`src/rtl/hazard_scoreboard_unit.sv`:
```
// Stall/flush control for the 5-stage pipeline: load-use, long-latency register
// scoreboard, data-memory freeze and taken-branch flush, with a stall-cycle counter.
module hazard_scoreboard_unit #(
    parameter int MAX_OUTSTANDING = 4,
    parameter int STALL_CNT_W     = 16
) (
    input  logic                   in_clk,
    input  logic                   in_rst,
    input  logic [4:0]             in_ifid_rs1,
    input  logic [4:0]             in_ifid_rs2,
    input  logic                   in_ifid_uses_rs1,
    input  logic                   in_ifid_uses_rs2,
    input  logic                   in_ifid_longlat,
    input  logic [4:0]             in_ifid_rd,
    input  logic                   in_idex_memread,
    input  logic [4:0]             in_idex_rd,
    input  logic                   in_wb_longlat_valid,
    input  logic [4:0]             in_wb_longlat_rd,
    input  logic                   in_branch_taken,
    input  logic                   in_mem_busy,
    output logic                   out_pc_write,
    output logic                   out_ifid_write,
    output logic                   out_ifid_flush,
    output logic                   out_idex_bubble,
    output logic                   out_exmem_hold,
    output logic [31:0]            out_pending,
    output logic [2:0]             out_pending_cnt,
    output logic [STALL_CNT_W-1:0] out_stall_cnt
);

    // state     | meaning
    // ST_RUN    | normal operation
    // ST_FREEZE | data memory busy, whole pipeline held
    // ST_FLUSH  | branch seen during a freeze, flush IF/ID now
    typedef enum logic [1:0] {
        ST_RUN    = 2'd0,
        ST_FREEZE = 2'd1,
        ST_FLUSH  = 2'd2
    } state_t;

    state_t                 state, state_nxt;
    logic                   flush_pending, flush_pending_nxt;
    logic [31:0]            pending, pending_nxt;
    logic [2:0]             pending_cnt;
    logic [STALL_CNT_W-1:0] stall_cnt;
    logic                   load_use, sb_hit, sb_full, waw, data_stall, issue;
    logic                   pc_write, ifid_write, ifid_flush, idex_bubble, exmem_hold;

    always_comb begin
        pending_cnt = '0;
        for (int i = 0; i < 32; i++) begin
            pending_cnt = pending_cnt + {2'b00, pending[i]};
        end
    end

    assign load_use = in_idex_memread && (in_idex_rd != 5'd0) &&
                      ((in_ifid_uses_rs1 && (in_ifid_rs1 == in_idex_rd)) ||
                       (in_ifid_uses_rs2 && (in_ifid_rs2 == in_idex_rd)));
    assign sb_hit     = (in_ifid_uses_rs1 && pending[in_ifid_rs1]) ||
                        (in_ifid_uses_rs2 && pending[in_ifid_rs2]);
    assign sb_full    = in_ifid_longlat && (pending_cnt == 3'(MAX_OUTSTANDING));
    assign waw        = in_ifid_longlat && pending[in_ifid_rd] && (in_ifid_rd != 5'd0);
    assign data_stall = load_use || sb_hit || sb_full || waw;

    // Outputs are Mealy: hazards must stall the instruction in the same cycle it sits in ID.
    always_comb begin
        pc_write          = 1'b1;
        ifid_write        = 1'b1;
        ifid_flush        = 1'b0;
        idex_bubble       = 1'b0;
        exmem_hold        = 1'b0;
        state_nxt         = state;
        flush_pending_nxt = flush_pending;
        if (in_rst) begin
            state_nxt         = ST_RUN;
            flush_pending_nxt = 1'b0;
        end else if (in_mem_busy) begin
            pc_write   = 1'b0;
            ifid_write = 1'b0;
            exmem_hold = 1'b1;
            state_nxt  = ST_FREEZE;
            if (in_branch_taken) begin
                flush_pending_nxt = 1'b1;
            end
        end else if ((state == ST_FLUSH) || in_branch_taken) begin
            ifid_flush        = 1'b1;
            idex_bubble       = 1'b1;
            state_nxt         = ST_RUN;
            flush_pending_nxt = 1'b0;
        end else begin
            if (data_stall) begin
                pc_write    = 1'b0;
                ifid_write  = 1'b0;
                idex_bubble = 1'b1;
            end
            // A branch latched during the freeze is flushed one cycle after busy drops.
            state_nxt = ((state == ST_FREEZE) && flush_pending) ? ST_FLUSH : ST_RUN;
        end
    end

    assign issue = pc_write && ifid_write && !idex_bubble && !ifid_flush;

    always_comb begin
        pending_nxt = pending;
        if (in_wb_longlat_valid && (in_wb_longlat_rd != 5'd0)) begin
            pending_nxt[in_wb_longlat_rd] = 1'b0;
        end
        if (issue && in_ifid_longlat && (in_ifid_rd != 5'd0)) begin
            pending_nxt[in_ifid_rd] = 1'b1;
        end
        pending_nxt[0] = 1'b0;
    end

    always_ff @(posedge in_clk or posedge in_rst) begin
        if (in_rst) begin
            state         <= ST_RUN;
            flush_pending <= 1'b0;
            pending       <= '0;
            stall_cnt     <= '0;
        end else begin
            state         <= state_nxt;
            flush_pending <= flush_pending_nxt;
            pending       <= pending_nxt;
            if (!pc_write && (stall_cnt != '1)) begin
                stall_cnt <= stall_cnt + {{(STALL_CNT_W-1){1'b0}}, 1'b1};
            end
        end
    end

    assign out_pc_write    = pc_write;
    assign out_ifid_write  = ifid_write;
    assign out_ifid_flush  = ifid_flush;
    assign out_idex_bubble = idex_bubble;
    assign out_exmem_hold  = exmem_hold;
    assign out_pending     = pending;
    assign out_pending_cnt = pending_cnt;
    assign out_stall_cnt   = stall_cnt;

endmodule

```
`config.mk`:
```
export PLATFORM = sky130hd
export DESIGN_NAME = hazard_scoreboard_unit
export DESIGN_NICKNAME = d
export VERILOG_FILES = /design/src/rtl/hazard_scoreboard_unit.sv
export SDC_FILE = /design/constraint.sdc
export NUM_CORES = 1
export LEC_CHECK = 0
export ABC_AREA = 1
export BUFFER_PORTS_ARGS = -buffer_cell sky130_fd_sc_hd__buf_2
export CORE_UTILIZATION = 61
export CTS_CLUSTER_DIAMETER = 50
export DETAILED_ROUTE_END_ITERATION = 16
export PLACE_DENSITY = 0.84
export SYNTH_ARGS = -nofsm -noshare
export SYNTH_HDL_FRONTEND = slang
export SYNTH_SLANG_ARGS = --single-unit
```
`constraint.sdc`:
```
create_clock -name in_clk -period 15.2 [get_ports in_clk]
set_input_delay 3.04 -clock in_clk [delete_from_list [all_inputs] [get_ports in_clk]]
set_output_delay 3.04 -clock in_clk [all_outputs]
set_load 0.1 [all_outputs]
```
* Word level (Yosys, flattened, before mapping)
Index checks and enable logic that the tools add are counted.
** Word-level totals
- Flip-flop bits (word level) :: 50
** Cells by class
- $add $sub $neg :: 31
- Order comparisons :: 6
- Equality and inequality tests :: 7
- Mux-type cells :: 33
- Bitwise logic cells :: 3
- Reductions and logical operators :: 32
** Operators with widths (count)
- 3-bit by 1-bit adder with 3-bit output :: 28
- 32-bit 2-to-1 mux :: 2
- 32-bit AND :: 1
- 32-bit NOT :: 1
- 32-bit bitwise OR :: 1
- 5-bit by 6-bit < comparator with 1-bit output, second input constant :: 4
- 1-bit 2-to-1 mux :: 22
- 1-bit logical AND :: 18
- 16-bit by 1-bit adder with 16-bit output, second input constant :: 1
- 16-bit != test, second input constant :: 1
- 1-bit binary-select mux with 5-bit select :: 3
- 5-bit nonzero test :: 3
- 1-bit demux with 5-bit select :: 2
- 5-bit equality test :: 2
- 5-bit by 1-bit greater-or-equal comparator with 1-bit output, second input constant :: 2
- 2-bit 2-to-1 mux :: 4
- 1-bit logical OR :: 6
- 2-bit by 1-bit adder with 3-bit output :: 1
- 3-bit equality test, second input constant :: 1
- 1-bit logical NOT :: 3
- 3-bit != test, second input constant :: 1
- 3-bit nonzero test :: 1
- 1-bit by 1-bit adder with 2-bit output :: 1
- 2-bit by 1-bit equality test with 1-bit output, second input constant :: 1
- other kinds (2) :: 2

* Depth between registers and ports, before layout
Gate-level depths: netlist of the first run.
- Depth after elaboration :: 44
- Mapped depth :: 26

* Worst setup path before layout of the first run
OpenSTA, ideal clock, no wires.
- Path kind :: reg2out
- Start :: register pending[8], in the netlist out_pending[8]
- End :: output out_pc_write
- Arrival :: 7545 ps
- Required time :: 12160 ps
- Slack :: 4615 ps
- Stages on the path, launching flop included :: 21
- Path buffers :: 2
- Cell sequence :: dfrtp_1 > inv_1 > fa_1 > inv_1 > fa_1 > fa_1 > fa_1 > fa_1 > inv_1 > fa_1 > inv_1 > fa_1 > fa_1 > nor3b_1 > nand3_1 > nand3_1 > nor2_1 > o21bai_4 > buf_2 > inv_1 > buf_4
** On the way
- Cells in the longest elaborated chain, start to end :: 32
** Ends and longest elaborated chain
- from (decl) :: line 43 : logic [31:0] pending, pending_nxt;
- from (signal assigned) :: line 123 : pending <= pending_nxt;
- 3-bit by 1-bit adder with 3-bit output (24 in a row) :: line 52 : pending_cnt = pending_cnt + {2'b00, pending[i]};
- named net out_pending_cnt[1] :: line 27 : output logic [2:0] out_pending_cnt,
- 3-bit equality test :: line 61 : assign sb_full = in_ifid_longlat && (pending_cnt == 3'(MAX_OUTSTANDING));
- 1-bit logical AND :: line 61
- 1-bit logical OR (2 in a row) :: line 63 : assign data_stall = load_use || sb_hit || sb_full || waw;
- 1-bit 2-to-1 mux (4 in a row)
- to (decl) :: line 21 : output logic out_pc_write,
The timed path passes the listed nets, and every way through them passes these cells. The select of a mux whose other input is x is not followed.

* Worst setup path after layout of the first run
- Start :: register pending[6], in the netlist out_pending[6]
- End :: output out_ifid_write
** On the way
- Cells in the longest elaborated chain, start to end :: 34
** Ends and longest elaborated chain
- 3-bit by 1-bit adder with 3-bit output (26 in a row) :: line 52
- 3-bit equality test :: line 61
- 1-bit logical AND :: line 61
- 1-bit logical OR :: line 63
- 1-bit logical OR (*) :: line 63
- 1-bit 2-to-1 mux (*) :: line 91 : if (data_stall) begin
- 1-bit 2-to-1 mux (*) :: line 85 : end else if ((state == ST_FLUSH) || in_branch_taken) begin
- 1-bit 2-to-1 mux (*) :: line 77 : end else if (in_mem_busy) begin
- 1-bit 2-to-1 mux (*) :: line 74 : if (in_rst) begin
- to (decl) :: line 22 : output logic out_ifid_write,
Every way passes the cells marked *; elsewhere a longest branch is shown, timed or not. The select of a mux whose other input is x is not followed.

==> metrics.yaml, run 1 <==
outcome:
  status: "complete, no violations"
clocking:
  hold_buffers: 0
  numCtsBuffers: 5
  clk_pin_slew_ns: 0.09
  cts_tree: "built"
  h-tree-depth: 2
  post_cts_buffers: 0
  clock-root-buffer: "clkbuf_8"
  cts.path.max_buffers: 2
  clkSinkCount: 50
  cts_resized: 0
  clock_latency_ns: 0.31
synthesis:
  synth-seq-area-share_pct: 27.8
  synth_area_per_cell_sq_um: 6.41
  synthAdderAreaFrac_pct: 10.2
  yosys.area_share.simple_pct: 40.6
  yosys_most_used_dff: "dfrtp_1"
  synth-seq-cells: 50
  yosysWarnings: 0
  synth_compound_area_share_pct: 7.07
  muxShareOfSynthArea_pct: 0
  synth_cell_types: 31
  synth_fp_nets: 759
  synth_area_sq_um: 4500
  synth_edf_count: 0
  synthArstFlopShare_pct: 100
  postSynthCellCount: 701
  synth_top_family_by_area: "simple AND/OR/NAND/NOR gates"
  synth_xor_area_share_pct: 3.70
timing:
  max_slew_margin_pct: 48.7
  fmax_mhz: 108
  worst-slew-pin-transition_ns: 0.768
  period_needed_ns: 9.27
  rsz0062_at_grt: "no"
  setup_viol: 0
  worst_clock_skew_ns: 0.00508
  final-hold-violation-count: 0
  maxSlewViolCount: 0
  min_period_over_period_pct: 61.0
  fin_setup_tns_ns: 0
place:
  port_buffers: 88
  gp_congestion: 1.02
  place_hpwl_um: 11000
floorplanning:
  die_area_sq_um: 7720
  core_sq_um: 6940
  ios: 90
  rows: 30
  die_width_um: 87.9
  die_h_um: 87.9
  start_util_pct: 64.8
routing:
  first_pass_iters: 7
  wl_per_cell_um: 16.5
  first_iter_violations: 409
  final_antenna_net_count: 0
  dr_total_vias: 5050
  drc: 0
  drt-total-wl_um: 14400
  avgViaCountPerCell: 5.78
worst_setup_path:
  cp-end-kind: "primary output"
  reg2reg_slack_ns: 8.80
  worst_setup_path_start_kind: "register"
  cp.required_ns: 12.16
  path_max_fanout: 15
  critPathKind: "register to primary output"
  crit_arrival_ns: 6.23
cells_and_area:
  multi_input_area_sq_um: 2770
  final_nets: 835
  drive_above_1_share_pct: 13.5
  mostFrequentLayoutCell: "nand2_1"
  final_cell_mix: "nand2_1, nand3_1, buf_2"
  regArea_sq_um: 1250
  fillers: 602
  insertedDiodeCount: 0
  area_growth_pct: 11.8
global_route:
  grt_pass1_vias: 4715
  grt_antenna_before_repair: 0
  grt_start_max_net_pins: 51
  grt_overflow_total: 0
  grtUsageTotal_pct: 40.0
  grt_pass1_wl_um: 23300
min_path:
  hp-class: "register to register"
job:
  cap_violations: 0
==> Yosys cell counts, drive strengths merged, types with 3 or more instances <==
cell / n / area, sq um
o211ai: 6 / 45.0
nand3: 88 / 440
nor2: 61 / 236
nor3: 15 / 75.1
nor4: 3 / 18.8
xor2: 12 / 105
a21oi: 3 / 15.0
o22ai: 3 / 18.8
ha: 3 / 37.5
fa: 21 / 420
xnor2: 7 / 61.3
or2: 3 / 18.8
inv: 90 / 338
nand4: 5 / 31.3
dfrtp: 50 / 1250
o21ai: 41 / 205
buf: 19 / 130
nand2: 263 / 987
==> per-stage QoR <==
step           area [sq um]  hold WS (ns)  std cells  utilization [%]  setup slack (ns)
2_1_floorplan          4500         0.473        701                -              4.62
3_3_place_gp           4930         0.487        866             71.0              6.41
3_5_place_dp           4930         0.496        866             71.0              6.29
4_1_cts                5030         0.510        874             72.4              5.94
5_1_grt                5030         0.547        874             72.4              5.67
6_report               5030         0.504        874             72.4              5.93
==> cells by family after synthesis <==
kind of cell,count (synthesis)
other,1
AOI/OAI and AO/OA,56
adders and majority gates,24
and+or+nand+nor,440
DFF,50
xor gates and xnor gates,19
buffers and inverters,111
==> path summary, 6_finish.rpt <==
kind / start / cells past startpoint / to
max: out_pending[6] / 22 / out_ifid_write
min: state[1] / 3 / state[1]
max reg2reg: out_pending[6] / 23 / out_pending[27]
min reg2reg: state[1] / 3 / state[1]
max in group asynchronous: in_rst / 3 / out_pending[28]
min in group asynchronous: in_rst / 3 / flush_pending
==> per-layer routing <==
metal	track usage, %	wire, um	vias to the layer above
li1	-	-	2350
met1	55.7	5890	2287
met2	57.6	6240	359
met3	10.5	1740	54
met4	20.3	521	0
met5	0	0	-
==> flip-flops by register name (all words and copies together), names as in the netlist <==
signal,cells
flush_pending,1
out_stall_cnt,16
out_pending,31
state,2
==> final cells by class <==
class / count / area share (%)
Multi-Input combinational cell: 540 / 55.1
Clock inverter: 1 / 0.174
Clock buffer: 7 / 1.72
Timing Repair Buffer: 89 / 8.91
Inverter: 91 / 6.80
Sequential cell: 50 / 24.9
Tap cell: 96 / 2.39
==> worst max-delay path, stage by stage (launching register included) <==
cell      delay, ns
dfrtp_1        0.43
inv_1          0.08
fa_1           0.53
inv_1          0.05
fa_1           0.48
fa_1           0.55
fa_1           0.45
fa_1           0.53
inv_1          0.05
fa_1           0.47
inv_1          0.05
fa_1           0.37
fa_1           0.39
nand3_1        0.12
nand2_1        0.06
nand2_1        0.07
nand3_1        0.10
nand3_1        0.14
nand3_1        0.11
nor2_1         0.19
o21bai_4       0.17
inv_1          0.10
buf_2          0.42
Power of run 1 is not shown: default switching activity piles up to over one toggle a cycle in this logic, so the estimate is an artifact.
==> run 2: changes to the inputs <==
- ABC_AREA: 1 -> 0
- CORE_UTILIZATION: 61 -> 55
- PLACE_DENSITY: 0.84 -> 0.78
- clock period: 15.2 -> 8.88 ns (I/O delays scaled with it)
==> metrics.yaml, run 2 <==
cells_and_area:
  largest_reg_flops: 31  # unchanged
  drive_above_1_share_pct: 31.4  # +18 points
  mostFrequentLayoutCell: "buf_2"
  insertedDiodeCount: 0  # unchanged
  area_growth_pct: 16.4
  final_cell_mix: "buf_2, o21ai_0, dfrtp_1"
  final_nets: 529  # -37%
synthesis:
  muxShareOfSynthArea_pct: 13.0  # +13 points
  synth.most_common_cell: "dfrtp_1"
  synth-seq-cells: 50  # unchanged
  synth_xor_area_share_pct: 7.03  # +3.3 points
  synth_top_family_by_area: "simple AND/OR/NAND/NOR gates"
  postSynthCellCount: 389  # -45%
  yosys.area.top_type: "dfrtp_1"
  synthAdderAreaFrac_pct: 11.5  # +1.3 points
  yosys.area_share.simple_pct: 16.0  # -25 points
  synth_edf_count: 0  # unchanged
  synth_area_per_cell_sq_um: 10.3  # +60%
  synth-seq-area-share_pct: 31.4  # +3.6 points
  yosysWarnings: 0  # unchanged
  synth_compound_area_share_pct: 15.9  # +8.8 points
  synth_cell_types: 61  # +97%
  synthTopCellsByArea: "dfrtp_1, fa_1, mux2i_1"
  netlist.area_leader.share_pct: 31.4  # +3.6 points
  yosys_most_used_dff: "dfrtp_1"
  synth_area_sq_um: 3990  # -11%
  synth_fp_nets: 447  # -41%
  synthTopCellsByCount: "dfrtp_1, o21ai_0, inv_1"
  synthArstFlopShare_pct: 100  # unchanged
worst_setup_path:
  crit_top_cell: "fa_1"
  critPathMaxStageDelay_ns: 0.56  # about the same
  reg2reg_slack_ns: 2.36  # -6.44 ns
  cp-end-kind: "primary output"
  crit_arrival_ns: 6.49  # +0.26 ns
  crit_chain: "inv_1, fa_1, inv_1, fa_1, fa_1, fa_1, fa_1, inv_1, fa_1, inv_1, fa_1, fa_1, xnor2_1, xnor2_1, xnor2_4, a31oi_2, o211ai_4, nor2_1, a211oi_4, buf_2"
  r2r-end: "out_stall_cnt[1]"
  rr_startpoint: "out_pending[6]"
  worst_setup_path_start_kind: "register"
  cp.required_ns: 7.10  # -5.06 ns
  path_max_fanout: 6  # -9
  critPathKind: "register to primary output"
  reg2regPathDepth: 19  # -17%
  crit_path_top_delay_cell: "fa_1"
timing:
  maxSlewViolCount: 0  # unchanged
  setup_viol: 0  # unchanged
  min_period_over_period_pct: 93.0
  worst-slew-pin-transition_ns: 1.06  # +0.296 ns
  period_needed_ns: 8.26
  worst_clock_skew_ns: 0.00681  # +0.00173 ns
  fmax_mhz: 121
  rsz0062_at_grt: "no"
  setup_ws_ns: 0.618  # -5.31 ns
  fin_setup_tns_ns: 0  # unchanged
  max_slew_margin_pct: 29.0  # -20 points
  final-hold-violation-count: 0  # unchanged
clocking:
  cts_tree: "built"
  clock_latency_ns: 0.30  # about the same
  post_cts_buffers: 0  # unchanged
  hold_buffers: 0  # unchanged
  cts_resized: 0  # unchanged
  cts.path.max_buffers: 2  # unchanged
  clk_pin_slew_ns: 0.09  # about the same
  numCtsBuffers: 5  # unchanged
  clock-root-buffer: "clkbuf_8"
  h-tree-depth: 2  # unchanged
  clkSinkCount: 50  # unchanged
place:
  port_buffers: 88  # unchanged
  place_hpwl_um: 8420  # -23%
  gp_congestion: 0.892  # -13%
  pre_cts_slack_ns: 0.964  # -5.33 ns
global_route:
  grt_pass1_wl_um: 17600  # -25%
  grtUsageTotal_pct: 30.7  # -9.3 points
  busiest_layer: "met2"
  grtUsageMet2_pct: 46.9  # -11 points
  grt_pass1_vias: 3370  # -29%
  gr-usage-met3_pct: 8.72  # -1.7 points
  grt_overflow_total: 0  # unchanged
  grt_antenna_before_repair: 0  # unchanged
  grt_start_max_net_pins: 51  # unchanged
  gr-usage-met1_pct: 42.9  # -13 points
routing:
  drt-total-wl_um: 10900  # -24%
  final_antenna_net_count: 0  # unchanged
  wl_per_cell_um: 19.3  # +17%
  dr_total_vias: 3419  # -32%
  avgViaCountPerCell: 6.02  # +4.2%
  drc: 0  # unchanged
  first_iter_violations: 213  # -48%
  first_pass_iters: 5  # -2
min_path:
  holdPathEnd: "state[1]"
  hp-class: "register to register"
  hold_depth: 1  # -2
  hp-start: "state[1]"
floorplanning:
  die_area_sq_um: 7590  # -1.6%
  start_util_pct: 57.7  # -7.0 points
  die_h_um: 87.1  # -0.81%
  rows: 30  # unchanged
  core_sq_um: 6910  # -0.54%
  ios: 90  # unchanged
  die_width_um: 87.1  # -0.81%
job:
  cap_violations: 0  # unchanged
outcome:
  status: "complete, no violations"
==> run 2: cell count changes after synthesis, moves of 6 or more <==
cell and change:
nand2_1 -244, nand3_1 -79, inv_1 -55, nor2_1 -46, mux2i_1 +24, xnor2_1 +13
o21ai_1 +12, o21ai_0 +11, nand3b_1 +10, mux4_2 +9, nor3_1 -8, buf_2 -7
nand2b_1 +7, o211ai_1 -6
==> run 2: metal layers <==
| layer | vias up | part of all wire [%] |
|---|---|---|
| met2 | 158 | 45 |
| li1 | 1568 | - |
| met1 | 1675 | 43 |
| met5 | - | 0 |
| met3 | 18 | 10 |
| met4 | 0 | 1.9 |
==> run 2: final cells by class <==
type	count	area [sq um]
Multi-Input combinational cell	294	2570
Inverter	32	120
Timing Repair Buffer	88	440
Fill cell	598	2260
Tap cell	96	120
Clock buffer	7	86.3
Clock inverter	1	30.0
Sequential cell	50	1270
==> run 2: critical path: cells and delay by family, from the launching register on <==
kind            cells  cell delay (ns)
flops               1             0.41
fa+ha+maj           8             3.77
buf+inv             5             0.67
compound gates      3             0.50
simple gates        1             0.13
xor+xnor            3             0.71
==> run 2: worst max path at each step <==
stage / from / to / depth (start not counted)
after CTS: out_pending[6] / out_idex_bubble / 20
after global placement: out_pending[6] / out_idex_bubble / 20
after global routing: out_pending[6] / out_idex_bubble / 20
after detailed placement: out_pending[12] / out_idex_bubble / 20
final: out_pending[6] / out_idex_bubble / 20
after floorplan: out_pending[6] / out_idex_bubble / 19
==> run 2: stage by stage <==
| step | util (%) | area [sq um] | std cells | hold slack [ns] |
|---|---|---|---|---|
| after global placement | 65.5 | 4530 | 560 | 0.422 |
| after floorplan | - | 4050 | 389 | 0.408 |
| after detailed placement | 65.5 | 4530 | 560 | 0.434 |
| final | 67.2 | 4640 | 568 | 0.444 |
| after global routing | 67.2 | 4640 | 568 | 0.470 |
| after CTS | 67.2 | 4640 | 568 | 0.446 |
==> run 2: logic make-up after synthesis <==
family / Yosys count
buffers and inverters: 45
AND/OR/NAND/NOR: 103
XOR/XNOR: 32
flip-flops: 50
other: 1
adder cells (fa/ha/maj): 24
AO/OA/AOI/OAI: 97
multiplexers: 37
Power of run 2 is left out for the same reason.
==> run 3: changes to the inputs <==
- CORE_UTILIZATION: 55 -> 25
- PLACE_DENSITY: 0.78 -> 0.4
==> metrics.yaml, run 3 (synthesis results as in run 2) <==
cells_and_area:
  final_cells: 684  # +20%
  final_nets: 530  # +0.19%
  final_cell_mix: "buf_2, o21ai_0, dfrtp_1"
  drive_above_1_share_pct: 31.5  # +0.15 points
  largest_reg_flops: 31  # unchanged
  mostFrequentLayoutCell: "buf_2"
  area_growth_pct: 21.0
  insertedDiodeCount: 0  # unchanged
worst_setup_path:
  worst_setup_path_start_kind: "register"
  crit_top_cell: "fa_1"
  crit_chain: "fa_1, inv_1, fa_1, inv_1, fa_1, fa_1, fa_1, inv_1, fa_1, inv_1, fa_1, fa_1, xnor2_1, xnor2_1, xnor2_4, a31oi_2, o211ai_4, nor2_1, a211oi_4, buf_2"
  crit_arrival_ns: 6.45  # -0.04 ns
  cp_top_family: "adder cells"
  critPathMaxStageDelay_ns: 0.54  # -0.02 ns
  cp-end-kind: "primary output"
  critical_path_buf_inv_count: 5  # unchanged
  crit_path_top_delay_cell: "fa_1"
  cp.required_ns: 7.10  # about the same
  path_max_fanout: 6  # unchanged
  critPathKind: "register to primary output"
clocking:
  cts.path.max_buffers: 2  # unchanged
  clk_pin_slew_ns: 0.07  # -0.02 ns
  h-tree-depth: 2  # unchanged
  numCtsBuffers: 5  # unchanged
  cts_resized: 0  # unchanged
  clock_latency_ns: 0.29  # about the same
  clkSinkCount: 50  # unchanged
  post_cts_buffers: 0  # unchanged
  hold_buffers: 0  # unchanged
  clock-root-buffer: "clkbuf_16"
  cts_tree: "built"
place:
  dp_cells: 676  # +21%
  port_buffers: 88  # unchanged
  gp_congestion: 0.776  # -13%
  place_hpwl_um: 10500  # +25%
routing:
  dr_total_vias: 3350  # -2.0%
  final_antenna_net_count: 0  # unchanged
  first_pass_iters: 4  # -1
  drt-total-wl_um: 13400  # +22%
  wl_per_cell_um: 19.6  # +1.7%
  first_iter_violations: 198  # -7.0%
  avgViaCountPerCell: 4.90  # -19%
  drc: 0  # unchanged
outcome:
  status: "complete, no violations"
timing:
  min_period_over_period_pct: 92.7  # -0.37 points
  period_needed_ns: 8.23  # -0.0326 ns
  fin_setup_tns_ns: 0  # unchanged
  worst_clock_skew_ns: 0.00385  # -0.00297 ns
  setup_viol: 0  # unchanged
  rsz0062_at_grt: "no"
  final-hold-violation-count: 0  # unchanged
  fmax_mhz: 122  # +0.40%
  maxSlewViolCount: 0  # unchanged
  max_slew_margin_pct: 56.4  # +27 points
  worst-slew-pin-transition_ns: 0.655  # -0.409 ns
min_path:
  hp-class: "register to register"
floorplanning:
  core_sq_um: 15400  # +120%
  die_width_um: 128  # +47%
  ios: 90  # unchanged
  die_h_um: 128  # +47%
  die_area_sq_um: 16500  # +120%
  rows: 45  # +50%
  start_util_pct: 25.9  # -32 points
job:
  cap_violations: 0  # unchanged
global_route:
  grt_overflow_total: 0  # unchanged
  grt_antenna_before_repair: 0  # unchanged
  grt_pass1_wl_um: 20700  # +18%
  grtUsageTotal_pct: 17.0  # -14 points
  grt_start_max_net_pins: 48  # -5.9%
  grt_pass1_vias: 3427  # +1.7%
==> run 3: cell types whose count changed in the layout (fill, tap and decap cells not counted) <==
cell       before  now
buf_4           0    1
bufinv_16       1    0
clkbuf_16       0    5
clkbuf_8        6    1
clkinv_2        0    1
==> run 3: path summary, 6_finish.rpt <==
kind	endpoint	slack [ns]	cells after the start	from
max in group asynchronous	out_pending[4]	6.59	3	in_rst
worst max register to register	out_stall_cnt[1]	2.39	19	out_pending[12]
worst min-delay path	state[1]	0.46	1	state[1]
worst max-delay path	out_idex_bubble	0.65	20	out_pending[12]
min in group asynchronous	flush_pending	1.41	2	in_rst
worst min register to register	state[1]	0.46	1	state[1]
==> run 3: area by class of cell <==
class,instances,area [sq um]
fill,1599,10500
multi-input combinational,294,2570
sequential,50,1270
timing repair buffer,89,448
tap,211,264
clock buffer,7,143
inverter,32,120
clock inverter,1,5.00
==> run 3: per-stage QoR <==
step	area, sq um	worst slack (ns)	hold WS [ns]	utilization [%]
3_3_place_gp	4680	0.972	0.421	30.4
6_report	4820	0.651	0.459	31.4
3_5_place_dp	4680	0.954	0.458	30.4
4_1_cts	4820	0.618	0.467	31.4
2_1_floorplan	4050	0.0284	0.408	-
5_1_grt	4820	0.373	0.489	31.4
==> run 3: worst register-to-register path, cell delays in order, from the launching register on <==
cell	delay (ns)
dfrtp_2	0.45
fa_1	0.54
inv_1	0.05
fa_1	0.47
inv_1	0.05
fa_1	0.45
fa_1	0.49
fa_1	0.51
inv_1	0.05
fa_1	0.48
inv_1	0.05
fa_1	0.37
fa_1	0.39
xnor2_1	0.16
xnor2_1	0.38
xnor2_4	0.13
a31oi_2	0.25
o211ai_4	0.17
o21ai_4	0.53
mux2_2	0.41
==> run 3: metal layers <==
metal / routed length (um) / share of wire, % / up-vias / global-route usage, %
li1: - / - / 1566 / -
met1: 6240 / 47 / 1684 / 23.5
met2: 6170 / 46 / 89 / 26.9
met3: 794 / 5.9 / 11 / 3.67
met4: 189 / 1.4 / 0 / 4.36
met5: 0 / 0 / - / 0
Power of run 3 is left out for the same reason.
